## src/rtl/calc_pkg.sv

```systemverilog
// Shared calculator definitions: keypad function-key codes and the scanner state encoding.
package calc_pkg;

  localparam logic [3:0] KEY_A    = 4'd10;
  localparam logic [3:0] KEY_B    = 4'd11;
  localparam logic [3:0] KEY_C    = 4'd12;
  localparam logic [3:0] KEY_D    = 4'd13;
  localparam logic [3:0] KEY_STAR = 4'd14;
  localparam logic [3:0] KEY_HASH = 4'd15;

  typedef enum logic [1:0] {
    SCAN,
    PRESS_DB,
    PRESSED,
    REL_DB
  } scan_state_t;

endpackage

```

## src/rtl/keypad_decode.sv

```systemverilog
// Combinational key map for the 4x4 keypad: (row, column) -> key code and digit flag.
module keypad_decode
  import calc_pkg::*;
(
  input  logic [1:0] row_idx,
  input  logic [1:0] col_idx,
  output logic [3:0] code,
  output logic       digit
);

  // Row 0 is the top row, column 0 the left column.
  always_comb begin
    code = 4'd0;
    case ({row_idx, col_idx})
      4'b00_00: code = 4'd1;
      4'b00_01: code = 4'd2;
      4'b00_10: code = 4'd3;
      4'b00_11: code = KEY_A;
      4'b01_00: code = 4'd4;
      4'b01_01: code = 4'd5;
      4'b01_10: code = 4'd6;
      4'b01_11: code = KEY_B;
      4'b10_00: code = 4'd7;
      4'b10_01: code = 4'd8;
      4'b10_10: code = 4'd9;
      4'b10_11: code = KEY_C;
      4'b11_00: code = KEY_STAR;
      4'b11_01: code = 4'd0;
      4'b11_10: code = KEY_HASH;
      4'b11_11: code = KEY_D;
      default:  code = 4'd0;
    endcase
    digit = (code < 4'd10);
  end

endmodule

```

## src/rtl/keypad_scanner.sv

```systemverilog
// 4x4 matrix keypad scanner: one-hot-low column drive, synchronized row sampling,
// press/release debouncing and a single registered key event per press.
module keypad_scanner
  import calc_pkg::*;
#(
  parameter int SCAN_DIV = 50000,
  parameter int DEBOUNCE = 4
) (
  input  logic       clk,
  input  logic       reset,
  input  logic [3:0] row,
  output logic [3:0] col,
  output logic       key_valid,
  output logic [3:0] key_code,
  output logic       key_digit,
  output logic       key_held
);

  localparam int              DIV_W    = $clog2(SCAN_DIV);
  localparam logic [DIV_W-1:0] DIV_LAST = DIV_W'(SCAN_DIV - 1);
  localparam logic [3:0]      DB       = 4'(DEBOUNCE);

  logic [3:0]       row_meta, row_sync;
  logic [DIV_W-1:0] div_cnt;
  logic             tick, any_low;
  logic [1:0]       win_row;
  logic [3:0]       dec_code;
  logic             dec_digit;
  logic [3:0]       cnt_inc;

  scan_state_t state, state_next;
  logic [1:0]  col_idx, col_idx_next, row_lat, row_lat_next;
  logic [3:0]  cnt, cnt_next, col_next, code_next;
  logic        valid_next, digit_next, held_next;

  always_ff @(posedge clk or negedge reset) begin
    if (!reset) begin
      row_meta <= 4'hF;
      row_sync <= 4'hF;
      div_cnt  <= '0;
    end else begin
      row_meta <= row;
      row_sync <= row_meta;
      div_cnt  <= tick ? '0 : div_cnt + 1'b1;
    end
  end

  assign tick    = (div_cnt == DIV_LAST);
  assign any_low = ~&row_sync;
  assign cnt_inc = (cnt >= DB) ? DB : cnt + 4'd1;

  // Lowest-index low row wins when several rows are pulled down together.
  always_comb begin
    win_row = 2'd3;
    if      (!row_sync[0]) win_row = 2'd0;
    else if (!row_sync[1]) win_row = 2'd1;
    else if (!row_sync[2]) win_row = 2'd2;
  end

  keypad_decode u_decode (
    .row_idx (win_row),
    .col_idx (col_idx),
    .code    (dec_code),
    .digit   (dec_digit)
  );

  always_ff @(posedge clk or negedge reset) begin
    if (!reset) begin
      state     <= SCAN;
      col_idx   <= 2'd0;
      row_lat   <= 2'd0;
      cnt       <= 4'd0;
      col       <= 4'b1110;
      key_valid <= 1'b0;
      key_code  <= 4'd0;
      key_digit <= 1'b0;
      key_held  <= 1'b0;
    end else begin
      state     <= state_next;
      col_idx   <= col_idx_next;
      row_lat   <= row_lat_next;
      cnt       <= cnt_next;
      col       <= col_next;
      key_valid <= valid_next;
      key_code  <= code_next;
      key_digit <= digit_next;
      key_held  <= held_next;
    end
  end

  // Every transition happens on a sample tick; the event is decoded from the
  // column currently driven and the winning row, which equals the latched row.
  always_comb begin
    state_next   = state;
    col_idx_next = col_idx;
    row_lat_next = row_lat;
    cnt_next     = cnt;
    valid_next   = 1'b0;
    code_next    = key_code;
    digit_next   = key_digit;
    held_next    = key_held;
    if (tick) begin
      case (state)
        SCAN: begin
          if (!any_low) begin
            col_idx_next = col_idx + 2'd1;
          end else begin
            row_lat_next = win_row;
            cnt_next     = 4'd1;
            if (DB == 4'd1) begin
              state_next = PRESSED;
              valid_next = 1'b1;
              code_next  = dec_code;
              digit_next = dec_digit;
              held_next  = 1'b1;
            end else begin
              state_next = PRESS_DB;
            end
          end
        end
        PRESS_DB: begin
          if (any_low && (win_row == row_lat)) begin
            cnt_next = cnt_inc;
            if (cnt_inc == DB) begin
              state_next = PRESSED;
              valid_next = 1'b1;
              code_next  = dec_code;
              digit_next = dec_digit;
              held_next  = 1'b1;
            end
          end else begin
            state_next   = SCAN;
            col_idx_next = col_idx + 2'd1;
          end
        end
        PRESSED: begin
          if (!any_low) begin
            cnt_next = 4'd1;
            if (DB == 4'd1) begin
              state_next   = SCAN;
              held_next    = 1'b0;
              col_idx_next = col_idx + 2'd1;
            end else begin
              state_next = REL_DB;
            end
          end
        end
        REL_DB: begin
          if (!any_low) begin
            cnt_next = cnt_inc;
            if (cnt_inc == DB) begin
              state_next   = SCAN;
              held_next    = 1'b0;
              col_idx_next = col_idx + 2'd1;
            end
          end else begin
            state_next = PRESSED;
          end
        end
        default: state_next = SCAN;
      endcase
    end
    col_next = ~(4'b0001 << col_idx_next);
  end

endmodule

```

## config.mk

```make
export PLATFORM = sky130hd
export DESIGN_NAME = keypad_scanner
export DESIGN_NICKNAME = d
export VERILOG_FILES = /design/src/rtl/calc_pkg.sv /design/src/rtl/keypad_decode.sv /design/src/rtl/keypad_scanner.sv
export SDC_FILE = /design/constraint.sdc
export NUM_CORES = 1
export LEC_CHECK = 0
export CAP_MARGIN = 30
export CORE_ASPECT_RATIO = 0.8
export CORE_MARGIN = 5
export CORE_UTILIZATION = 55
export DETAILED_ROUTE_END_ITERATION = 16
export PLACE_DENSITY = 0.76
export RECOVER_POWER = 50
export SKIP_LAST_GASP = 1
export SYNTH_ARGS = -nofsm -noshare
export SYNTH_HDL_FRONTEND = slang
export SYNTH_SLANG_ARGS = --single-unit
export TNS_END_PERCENT = 30
```

## constraint.sdc

```tcl
create_clock -name clk -period 2.9 [get_ports clk]
set_clock_uncertainty 0.1 [all_clocks]
set_input_delay 0.29 -clock clk [delete_from_list [all_inputs] [get_ports clk]]
set_output_delay 0.29 -clock clk [all_outputs]
set_load 0.05 [all_outputs]
```

==> flow_metrics.env <==
export IMPL_outcome="finished clean"
export IMPL_slew_headroom_pct=32.4
export IMPL_ctsRootBufferMaster="clkbuf_8"
export IMPL_rsz0062_at_grt="no"
export IMPL_yosysWarningCount=0
export IMPL_via_per_inst=5.61
export IMPL_synth_fp_nets=215
export IMPL_worst_path_max_fanout=7
export IMPL_grt_use_total_pct=17.0
export IMPL_report_final_hold_viol_count=0
export IMPL_final_area_um2=2510
export IMPL_grt_pass1_vias=1507
export IMPL_synth_area_top_cells="dfrtp_1, dfstp_2, xnor2_1"
export IMPL_cts_sinks=45
export IMPL_dp_hpwl_um=2950
export IMPL_top_level_ports=17
export IMPL_cts_made_buffers=5
export IMPL_worst_pin_slew_ns=1.01
export IMPL_grt_pass1_wl_um=6960
export IMPL_internal_power_uw=878
export IMPL_gp_congestion=0.821
export IMPL_swShare_pct=21.7
export IMPL_setup_viol=0
export IMPL_power_frac_seq_pct=57.5
export IMPL_yosysTopAreaCellShare_pct=38.6
export IMPL_num_antenna_cells=0
export IMPL_reg2reg_depth=7
export IMPL_post_drt_wl_per_cell_um=14.6
export IMPL_fmax_ghz=0.382
export IMPL_p_switching_uw=244
export IMPL_die_h_um=66.6
export IMPL_htreeDepth=2
export IMPL_antenna_left=0
export IMPL_cts_resized=0
export IMPL_synth_ff_type="dfrtp_1"
export IMPL_core_rowCount=20
export IMPL_startpoint_type="flip-flop"
export IMPL_drive_above_1_share_pct=15.7
export IMPL_power_share_clock_pct=39.5
export IMPL_portBuffers=16
export IMPL_nFillCells=301
export IMPL_clk_pin_slew_ns=0.09
export IMPL_power_frac_comb_pct=3.0
export IMPL_cp_required_ns=2.98
export IMPL_vias=1559
export IMPL_path_class="flip-flop to flip-flop"
export IMPL_antenna_found_initial=0
export IMPL_drt_pass1_iter_count=4
export IMPL_hold_ws_ns=0.219
export IMPL_cts_tree="yes"
export IMPL_maxCapViolations=0
export IMPL_start_util_pct=57.6
export IMPL_async_reset_ff_share_pct=100
export IMPL_gr_total_overflow=0
export IMPL_endpoint_kind="flip-flop"
export IMPL_cp_arrival_ns=2.70
export IMPL_area_growth_syn_to_layout_pct=14.0
export IMPL_peakVddDrop_uv=405
export IMPL_tns_ns=0
export IMPL_timing_final_crit_share_pct=90.3
export IMPL_drc=0
export IMPL_ys_seq_area_share_pct=51.7
export IMPL_cts_buffer_depth=2
export IMPL_slew_violations=0
export IMPL_routed_wirelength_um=4060
export IMPL_syn_area_per_cell_um2=10.9
export IMPL_p_per_area_nw_per_um2=446
export IMPL_syn_inst=203
export IMPL_core_um2=3830
export IMPL_period_minus_slack_ns=2.62
export IMPL_die_x_um=80.8
export IMPL_placed_area_um2=2390
export IMPL_final_nets=234
export IMPL_syn_area_um2=2200
export IMPL_drtIter0Drc=199
export IMPL_power_leakage_uw=0.00110
export IMPL_yosysTopAreaCell="dfrtp_1"
export IMPL_synth_edf_count=0
export IMPL_grt_max_degree=46
export IMPL_fp_dieArea_um2=5380
export IMPL_ys_types=49
export IMPL_min_path_type="input port to asynchronous set/reset pin"
export IMPL_insertion_delay_ns=0.29
export IMPL_ys_seq_elements=45
## flip-flops by register name, indices dropped and copies added (netlist names)
signal,flops
key_digit,1
div_cnt,16
row_lat,2
row_meta,4
cnt,4
col,4
key_held,1
row_sync,4
col_idx,2
key_valid,1
state,2
key_code,4
## cell families after synthesis
logic type                 synth area share, %
buffers and inverters                     4.03
DFF                                       51.7
adders and majority gates                 3.41
and+or+nand+nor                           18.8
AOI/OAI and AO/OA                         9.25
xor gates and xnor gates                  5.96
muxes                                     6.87
## worst max-delay path: stages (launching register included)
cell	delay, ns
dfrtp_1	0.40
ha_1	0.22
and3_1	0.33
nand2_1	0.10
nor4_1	0.39
buf_4	0.20
and4b_1	0.39
mux2_2	0.38
## metal layers
layer / up-vias / track usage [%] / share of wire (%)
li1: 754 / - / -
met1: 781 / 23.2 / 49
met2: 20 / 26.2 / 47
met3: 4 / 4.59 / 3.0
met4: 0 / 5.91 / 0.71
met5: - / 0 / 0
## synth_stat cells (2+ instances only)
master / count
dfrtp_1: 34
nand2_1: 20
nor2_1: 19
dfstp_2: 11
nand3_1: 11
o21ai_0: 9
xnor2_1: 9
inv_1: 7
ha_1: 6
xor2_1: 6
mux2_2: 5
mux2i_1: 5
clkbuf_1: 4
nand4_1: 4
nor2b_1: 4
mux2_4: 3
nor4_1: 3
a21oi_1: 2
a31oi_1: 2
and2_1: 2
and3_1: 2
and4_1: 2
buf_6: 2
nand2b_1: 2
nand4b_1: 2
o2111ai_1: 2
o2bb2ai_1: 2
or4b_4: 2
## timing repair
item                                   CTS  global route
hold buffers                             0             1
endpoints found under the hold margin    0            35
setup buffers                            0             0
## stage by stage
stage	worst slack (ns)	utilization [%]	instances	power (uW)
floorplan	0.476	-	203	669
global placement	0.432	62.4	268	689
detailed placement	0.332	62.4	268	691
CTS	0.314	65.3	276	1140
global route	0.102	65.7	278	1180
finish	0.281	65.7	278	1120
## power groups by stage
stage	Clock, uW	Sequential [uW]	Combinational (uW)
after floorplan	0	651	18.8
after global placement	0	656	33.1
after detailed placement	0	656	34.8
after CTS	460	645	34.9
after global routing	489	646	39.9
final	443	645	34.0
## final timing paths
check / start / slack (ns) / endpoint
max: div_cnt[0]$_DFF_PN0_ / 0.28 / key_code[0]$_DFFE_PN0P_
min in group clk: row_meta[2]$_DFF_PN1_ / 0.26 / row_sync[2]$_DFF_PN1_
min: reset / 0.22 / col_idx[0]$_DFF_PN0_
min reg2reg: row_meta[2]$_DFF_PN1_ / 0.26 / row_sync[2]$_DFF_PN1_
max reg2reg: div_cnt[0]$_DFF_PN0_ / 0.28 / key_code[0]$_DFFE_PN0P_
max in group asynchronous: reset / 1.29 / cnt[2]$_DFFE_PN0P_
## final cells by class
type | instances | area (um^2) | share of cell area (%)
repair buffers | 21 | 191 | 7.62
well taps | 55 | 68.8 | 2.74
clock inverters | 2 | 17.5 | 0.697
inverters | 7 | 26.3 | 1.05
flip-flops and latches | 45 | 1140 | 45.3
multi-input cells | 142 | 976 | 38.8
clock buffers | 6 | 93.8 | 3.73
## layout by cell type, fill, tap and decap left out, types with 2 or more instances in the layout
cell type / count
a21oi_1: 2
a31oi_1: 2
and2_1: 2
and3_1: 2
and4_1: 2
buf_4: 3
clkbuf_8: 5
clkdlybuf4s50_1: 11
dfrtp_1: 34
dfstp_2: 11
dlygate4sd3_1: 5
ha_1: 6
inv_1: 7
inv_6: 2
mux2_2: 5
mux2_4: 3
mux2i_1: 5
nand2_1: 20
nand2b_1: 2
nand3_1: 11
nand4_1: 4
nand4b_1: 2
nor2_1: 19
nor2b_1: 4
nor4_1: 3
o2111ai_1: 2
o21ai_0: 9
o2bb2ai_1: 2
or4b_4: 2
xnor2_1: 9
xor2_1: 6
(Power assumes the default switching activity.)
